### src/rtl/mem_arbiter.sv
// Arbiter that shares one single-port RAM between an instruction-fetch port and a data port.
// Define MEM_ARBITER_ROUND_ROBIN_EN to alternate on collisions; by default the data port wins.
module mem_arbiter (
  input  logic        clock,
  input  logic        reset,
  input  logic        if_req,
  input  logic [31:0] if_addr,
  output logic [31:0] if_rdata,
  output logic        if_valid,
  input  logic        d_req,
  input  logic        d_we,
  input  logic [31:0] d_addr,
  input  logic [31:0] d_wdata,
  output logic [31:0] d_rdata,
  output logic        d_valid,
  output logic [31:0] ram_addr,
  output logic [31:0] ram_wdata,
  output logic        ram_wren,
  output logic        ram_rden,
  input  logic [31:0] ram_q,
  output logic        stall
);

`ifdef MEM_ARBITER_ROUND_ROBIN_EN
  localparam logic RR_EN = 1'b1;
`else
  localparam logic RR_EN = 1'b0;
`endif

  typedef enum logic [2:0] {
    IDLE   = 3'd0,
    GNT_IF = 3'd1,
    GNT_D  = 3'd2,
    RSP_IF = 3'd3,
    RSP_D  = 3'd4
  } state_t;

  state_t      state_q, state_d;
  logic        last_grant_q, last_grant_d;
  logic        cmd_we_q, cmd_we_d;
  logic [31:0] cmd_addr_q, cmd_addr_d;
  logic [31:0] cmd_wdata_q, cmd_wdata_d;
  logic [31:0] if_rdata_q, if_rdata_d;
  logic [31:0] d_rdata_q, d_rdata_d;
  logic        pick_d_s;

  // Collision resolution: the other port under round-robin, otherwise the data port
  always_comb begin
    if (if_req && d_req) begin
      pick_d_s = RR_EN ? ~last_grant_q : 1'b1;
    end else begin
      pick_d_s = d_req;
    end
  end

  // Next state, command capture at each decision, and read-data capture
  always_comb begin
    state_d      = state_q;
    last_grant_d = last_grant_q;
    cmd_we_d     = cmd_we_q;
    cmd_addr_d   = cmd_addr_q;
    cmd_wdata_d  = cmd_wdata_q;
    if_rdata_d   = if_rdata_q;
    d_rdata_d    = d_rdata_q;
    case (state_q)
      GNT_IF: state_d = RSP_IF;
      GNT_D:  state_d = RSP_D;
      default: begin
        // IDLE and both RSP states decide; illegal encodings recover here too
        if (if_req || d_req) begin
          state_d      = pick_d_s ? GNT_D : GNT_IF;
          last_grant_d = pick_d_s;
          cmd_we_d     = pick_d_s & d_we;
          cmd_addr_d   = pick_d_s ? d_addr : if_addr;
          cmd_wdata_d  = pick_d_s ? d_wdata : cmd_wdata_q;
        end else begin
          state_d = IDLE;
        end
      end
    endcase
    if (state_q == RSP_IF) begin
      if_rdata_d = ram_q;
    end else begin
      if_rdata_d = if_rdata_q;
    end
    if ((state_q == RSP_D) && !cmd_we_q) begin
      d_rdata_d = ram_q;
    end else begin
      d_rdata_d = d_rdata_q;
    end
  end

  // State, command and returned-data registers
  always_ff @(posedge clock or posedge reset) begin
    if (reset) begin
      state_q      <= IDLE;
      last_grant_q <= 1'b0;
      cmd_we_q     <= 1'b0;
      cmd_addr_q   <= 32'h0000_0000;
      cmd_wdata_q  <= 32'h0000_0000;
      if_rdata_q   <= 32'h0000_0000;
      d_rdata_q    <= 32'h0000_0000;
    end else begin
      state_q      <= state_d;
      last_grant_q <= last_grant_d;
      cmd_we_q     <= cmd_we_d;
      cmd_addr_q   <= cmd_addr_d;
      cmd_wdata_q  <= cmd_wdata_d;
      if_rdata_q   <= if_rdata_d;
      d_rdata_q    <= d_rdata_d;
    end
  end

  // RAM strobes are decoded from the state register so reset drops them immediately
  assign ram_addr  = cmd_addr_q;
  assign ram_wdata = cmd_wdata_q;
  assign ram_wren  = (state_q == GNT_D) && cmd_we_q;
  assign ram_rden  = (state_q == GNT_IF) || ((state_q == GNT_D) && !cmd_we_q);

  assign if_valid  = (state_q == RSP_IF);
  assign d_valid   = (state_q == RSP_D);

  // ram_q arrives in the response cycle, so it is forwarded there and held afterwards
  assign if_rdata  = (state_q == RSP_IF) ? ram_q : if_rdata_q;
  assign d_rdata   = ((state_q == RSP_D) && !cmd_we_q) ? ram_q : d_rdata_q;

  assign stall     = (if_req && !if_valid) || (d_req && !d_valid);

endmodule

### config.mk
export PLATFORM = sky130hd
export DESIGN_NAME = mem_arbiter
export DESIGN_NICKNAME = d
export VERILOG_FILES = /design/src/rtl/mem_arbiter.sv
export SDC_FILE = /design/constraint.sdc
export NUM_CORES = 1
export LEC_CHECK = 0
export CORE_UTILIZATION = 41
export CTS_CLUSTER_SIZE = 8
export DETAILED_ROUTE_END_ITERATION = 8
export GPL_ROUTABILITY_DRIVEN = 0
export HOLD_SLACK_MARGIN = 0.08
export PLACE_DENSITY = 0.85
export SYNTH_ARGS = -nofsm -noshare
export SYNTH_HDL_FRONTEND = slang
export SYNTH_SLANG_ARGS = --single-unit
### constraint.sdc
create_clock -name clock -period 5 [get_ports clock]
set_input_delay 0.5 -clock clock [delete_from_list [all_inputs] [get_ports clock]]
set_output_delay 0.5 -clock clock [all_outputs]
set_load 0.005 [all_outputs]
==> impl_metrics.py, run 1 <==
metrics = {
    "power": {
        "p_leak_nw": 3.618,
        "peakVddDrop_mv": 0.3606,
        "p_per_area_nw_per_um2": 674.9,
    },
    "sta": {
        "setup_viol": 0,
        "tns_ps": 0,
        "rsz0062_at_grt": "no",
        "slew_violations": 0,
        "holdWs_ps": 483.1,
        "hold_viol": 0,
        "fin_crit_sh": 0.6849,
        "maxSlewHeadroom": 0.08337,
        "period_needed_ps": 3425,
        "clock.fmax_mhz": 292.0,
        "tightest_slew_ps": 1369,
        "fin_skew_ps": 4.872,
    },
    "floorplan": {
        "io_pins": 266,
        "core_area_um2": 12880,
        "initial_utilization": 0.4274,
        "chipHeight_um": 117.9,
        "die_area_um2": 13890,
        "die_w_um": 117.9,
        "rows": 41,
    },
    "logic_synthesis": {
        "syn_nets": 536,
        "yosysSeqAreaShare": 0.6003,
        "ys_types": 27,
        "synth_seq_cells": 132,
        "syn_area_um2": 5503,
        "avgSynthCellArea_um2": 13.65,
        "ys_warn_count": 0,
        "synthCells": 403,
    },
    "worst_setup_path": {
        "reg2reg_to": "ram_wdata[24]",
        "arrival_ps": 2920,
        "cp_top_family": "simple AND/OR/NAND/NOR gates",
        "rr_startpoint": "state_q[0]",
        "end_kind": "output port",
        "worstPathRequired_ps": 4500,
        "path_cells": "nand3b_2, mux2_1, clkdlybuf4s50_1",
        "cp_slowest_cell": "nand3b_2",
        "cpPeakStageDelay_ps": 740,
        "cp.depth": 3,
        "critPathMaxFanout": 34,
        "worst-setup-path-type": "register to output port",
        "reg2regPathDepth": 3,
        "r2r_slack_ps": 2460,
        "worst-path-buf-inv": 1,
        "critPathLaunchType": "register",
    },
    "layout": {
        "nets": 793,
        "final_cell_mix": "clkdlybuf4s50_1, dfrtp_1, mux2_2",
        "area_growth_pct": 62.30,
        "mostFrequentLayoutCell": "clkdlybuf4s50_1",
        "diodes": 0,
        "drive_gt1_frac": 0.2021,
    },
    "routing": {
        "finalWirelength_um": 15430,
        "wl_per_cell_um": 18.26,
        "antenna_left": 0,
        "first_iter_violations": 221,
        "dr.pass1.iters": 4,
        "vias": 4357,
        "drc_errors": 0,
        "via_per_inst": 5.156,
    },
    "clock_network": {
        "postCtsSetupRepairBufs": 0,
        "clkTransAtPathRegs_ps": 60,
        "htree_num_levels": 4,
        "cts-buffers-inserted": 17,
        "post_cts_resized": 0,
        "root_buffer": "clkbuf_16",
        "clock_latency_ps": 410,
        "clock_path_buffers": 2,
        "ctsHoldBuffers": 0,
        "cts_tree": "yes",
        "cts_sinks": 132,
    },
    "grt": {
        "grt_use_total": 0.2344,
        "overflow": 0,
        "grt_max_degree": 49,
        "antenna_found_initial": 0,
        "grt_first_pass_wirelength_um": 25120,
        "grt_pass1_vias": 4712,
    },
    "hold_path": {
        "worstHoldStart": "d_rdata_q[6]",
        "hold_depth": 1,
        "hold_end": "d_rdata_q[6]",
        "min_path_type": "register to register",
    },
    "status": {
        "status": "finished, final reports clean",
    },
    "job": {
        "drv_cap": 0,
    },
    "placed_design": {
        "dp_hpwl_um": 10990,
        "port_buffers": 265,
    },
}
-- cells by family after synthesis --
family,count (synthesis),synth area share
AND/OR/NAND/NOR,64,0.05958
buffers and inverters,36,0.03160
AO/OA/AOI/OAI,72,0.1023
XOR/XNOR,2,0.007960
flip-flops,132,0.6003
multiplexers,97,0.1983
-- how the worst max path moves through the flow --
stage / start / endpoint
2_1_floorplan: reset / cmd_we_q
3_3_place_gp: state_q[0] / if_rdata[6]
3_5_place_dp: state_q[0] / if_rdata[6]
4_1_cts: state_q[0] / if_rdata[6]
5_1_grt: state_q[0] / if_rdata[6]
6_report: state_q[0] / if_rdata[6]
-- routing by layer --
metal	global-route usage	wire length (µm)	vias to the layer above	share of wire
met5	0	0	-	0
met4	0.1106	402	0	0.026
met3	0.07752	1127	30	0.073
met2	0.4066	8138	192	0.53
met1	0.2578	5762	2139	0.37
li1	-	-	1996	-
-- registers in the layout, indices dropped and copies added (netlist names) --
register	cells
ram_addr	32
if_rdata_q	32
cmd_we_q	1
ram_wdata	32
d_rdata_q	32
state_q	3
-- per-stage QoR --
stage	cell area, µm²	worst slack [ps]	power, W	std cells	util
global route	8931	1350	0.006369	845	0.6936
floorplan	5503	974.0	0.003084	403	-
detailed placement	8260	1962	0.004651	813	0.6415
CTS	8931	1508	0.006089	845	0.6936
global placement	8260	2110	0.004547	813	0.6415
finish	8931	1575	0.006028	845	0.6936
-- synth_stat cells --
library cell	instances	share of area
a22oi_1	16	0.022
and2_1	1	0.0011
buf_1	2	0.0014
buf_2	7	0.0064
buf_4	8	0.011
clkbuf_1	15	0.010
dfrtp_1	132	0.60
inv_1	4	0.0027
mux2_1	3	0.0061
mux2_2	93	0.19
mux2i_1	1	0.0018
nand2_1	18	0.012
nand2b_1	1	0.0011
nand3_1	16	0.015
nand3b_2	1	0.0020
nand4_1	16	0.018
nor2_1	7	0.0048
nor2b_1	2	0.0023
nor3_2	1	0.0018
nor3b_1	1	0.0014
o211ai_1	32	0.044
o21ai_0	5	0.0045
o21ai_4	1	0.0030
o22ai_2	1	0.0023
o2bb2ai_1	17	0.027
xnor2_4	1	0.0050
xor2_2	1	0.0030
-- report_power, final --
group / total (W) / switching [W] / leakage [nW] / internal [W]
Sequential: 0.00189 / 0.000275 / 1.57 / 0.00162
Clock: 0.00138 / 0.000434 / 0.330 / 0.000951
Combinational: 0.00275 / 0.00108 / 1.72 / 0.00168
Total: 0.00603 / 0.00179 / 3.62 / 0.00424
-- layout make-up --
type / count / area [µm²]
flip-flops and latches: 132 / 3303
clock inverters: 8 / 168.9
well taps: 172 / 215.2
clock buffers: 24 / 501.7
repair buffers: 270 / 2690
inverters: 4 / 17.52
fillers: 894 / 3945
multi-input cells: 235 / 2034
(Power assumes the default switching activity.)
==> inputs of run 2 (changes only) <==
--- a/config.mk
+++ b/config.mk
@@ -5,12 +5,12 @@
 export SDC_FILE = /design/constraint.sdc
 export NUM_CORES = 1
 export LEC_CHECK = 0
-export CORE_UTILIZATION = 41
+export CORE_UTILIZATION = 37
 export CTS_CLUSTER_SIZE = 8
 export DETAILED_ROUTE_END_ITERATION = 8
 export GPL_ROUTABILITY_DRIVEN = 0
 export HOLD_SLACK_MARGIN = 0.08
-export PLACE_DENSITY = 0.85
+export PLACE_DENSITY = 0.81
 export SYNTH_ARGS = -nofsm -noshare
 export SYNTH_HDL_FRONTEND = slang
 export SYNTH_SLANG_ARGS = --single-unit
==> constraint.sdc (replaced) <==
create_clock -name clock -period 2.95 [get_ports clock]
set_input_delay 0.295 -clock clock [delete_from_list [all_inputs] [get_ports clock]]
set_output_delay 0.295 -clock clock [all_outputs]
set_load 0.005 [all_outputs]
==> impl_metrics.py, run 2 (same netlist as run 1, synthesis figures left out) <==
metrics = {
    "layout": {
        "final_cell_mix": "clkdlybuf4s50_1, dfrtp_1, mux2_2",
        "drive_gt1_frac": 0.2068,
        "mostFrequentLayoutCell": "clkdlybuf4s50_1",
        "nets": 798,
        "stdcell_area_um2": 8929,
        "fin_util": 0.6143,
        "area_growth_pct": 62.26,
        "diodes": 0,
    },
    "routing": {
        "wl_per_cell_um": 17.61,
        "finalWirelength_um": 15170,
        "first_iter_violations": 150,
        "antenna_left": 0,
        "dr.pass1.iters": 4,
        "drc_errors": 0,
        "via_per_inst": 5.082,
        "vias": 4376,
    },
    "grt": {
        "grt_max_degree": 96,
        "antenna_found_initial": 0,
        "grt_first_pass_wirelength_um": 22740,
        "grt_use_total": 0.1973,
        "grt_pass1_vias": 4498,
        "overflow": 0,
    },
    "sta": {
        "tns_ps": 0,
        "rsz0062_at_grt": "no",
        "fin_skew_ps": 10.41,
        "slew_violations": 0,
        "maxSlewHeadroom": 0.3041,
        "hold_viol": 0,
        "tightest_slew_ps": 1040,
        "clock.fmax_mhz": 357.2,
        "fin_crit_sh": 0.9491,
        "period_needed_ps": 2800,
        "setup_viol": 0,
    },
    "power": {
        "p_total_w": 0.009933,
        "peakVddDrop_mv": 0.6204,
        "p_leak_nw": 3.608,
        "p_per_area_nw_per_um2": 1112,
    },
    "clock_network": {
        "htree_num_levels": 4,
        "post_cts_resized": 0,
        "cts_sinks": 132,
        "cts_tree": "yes",
        "postCtsSetupRepairBufs": 0,
        "root_buffer": "clkbuf_16",
        "clock_path_buffers": 2,
        "clock_latency_ps": 410,
        "ctsHoldBuffers": 0,
        "cts-buffers-inserted": 17,
        "clkTransAtPathRegs_ps": 60,
    },
    "floorplan": {
        "core_area_um2": 14530,
        "io_pins": 266,
        "die_area_um2": 15360,
        "rows": 44,
        "initial_utilization": 0.3786,
        "die_w_um": 124.0,
        "chipHeight_um": 124.0,
    },
    "worst_setup_path": {
        "worst-setup-path-type": "register to output port",
        "worstPathRequired_ps": 2650,
        "reg2regPathDepth": 3,
        "rr_startpoint": "state_q[1]",
        "critPathMaxFanout": 32,
        "setup.worst_path.end": "d_rdata[27]",
        "reg2reg_to": "ram_wdata[10]",
        "crit_start": "state_q[1]",
        "end_kind": "output port",
        "critPathLaunchType": "register",
        "arrival_ps": 2500,
        "r2r_slack_ps": 820,
    },
    "job": {
        "drv_cap": 0,
    },
    "placed_design": {
        "dp_hpwl_um": 10810,
        "port_buffers": 265,
        "placed_area_um2": 8352,
    },
    "hold_path": {
        "min_path_type": "input port to async pin",
    },
    "status": {
        "status": "finished, final reports clean",
    },
}
==> run 2: changes by cell type in the layout (fill, tap and decap cells not counted), sizes merged <==
| cell | previous run | this run |
|---|---|---|
| clkinv | 3 | 5 |
| bufinv | 5 | 2 |
| buf | 5 | 10 |
| inv | 4 | 3 |
| clkbuf | 24 | 21 |
| clkinvlp | 0 | 4 |
==> run 2: worst max-delay path, cell delays in order (launching register included) <==
cell and delay (ps):
dfrtp_1 540, nand2b_1 280, nor3_4 160, buf_12 220, mux2_2 380, clkdlybuf4s50_1 470
==> run 2: how the worst min path moves through the flow <==
stage | endpoint | slack [ps]
after global routing | ram_wdata[6] | 420
after floorplan | cmd_we_q | 420
after global placement | d_rdata_q[6] | 470
after CTS | ram_wdata[2] | 400
after detailed placement | ram_addr[15] | 480
final | ram_wdata[0] | 360
==> run 2: layer usage <==
layer / GRT usage / up-vias / part of all wire
li1: - / 2020 / -
met3: 0.05907 / 18 / 0.081
met4: 0.08259 / 0 / 0.018
met1: 0.2235 / 2150 / 0.38
met5: 0 / - / 0
met2: 0.3448 / 188 / 0.52
==> run 2: final cells by class <==
| cell class | instances | area (µm²) |
|---|---|---|
| multi-input combinational | 235 | 2043 |
| timing repair buffer | 275 | 2765 |
| clock inverter | 10 | 107.6 |
| inverter | 4 | 18.77 |
| sequential | 132 | 3303 |
| clock buffer | 21 | 460.4 |
| tap | 184 | 230.2 |
| fill | 1146 | 5605 |
==> run 2: through the flow <==
step / hold slack [ps] / setup WS [ps] / cells
6_report: 363.0 / 150.2 / 861
5_1_grt: 417.1 / 29.16 / 861
4_1_cts: 399.4 / 75.86 / 861
3_5_place_dp: 478.4 / 519.3 / 830
3_3_place_gp: 473.5 / 608.7 / 830
2_1_floorplan: 416.9 / 1018 / 403
==> run 2: power breakdown <==
group | leakage (nW) | total, W | switching, W | internal [W]
logic | 1.76 | 0.00474 | 0.00183 | 0.00291
registers | 1.57 | 0.00317 | 0.000430 | 0.00274
clock network | 0.274 | 0.00203 | 0.000753 | 0.00127
total | 3.61 | 0.00993 | 0.00301 | 0.00692
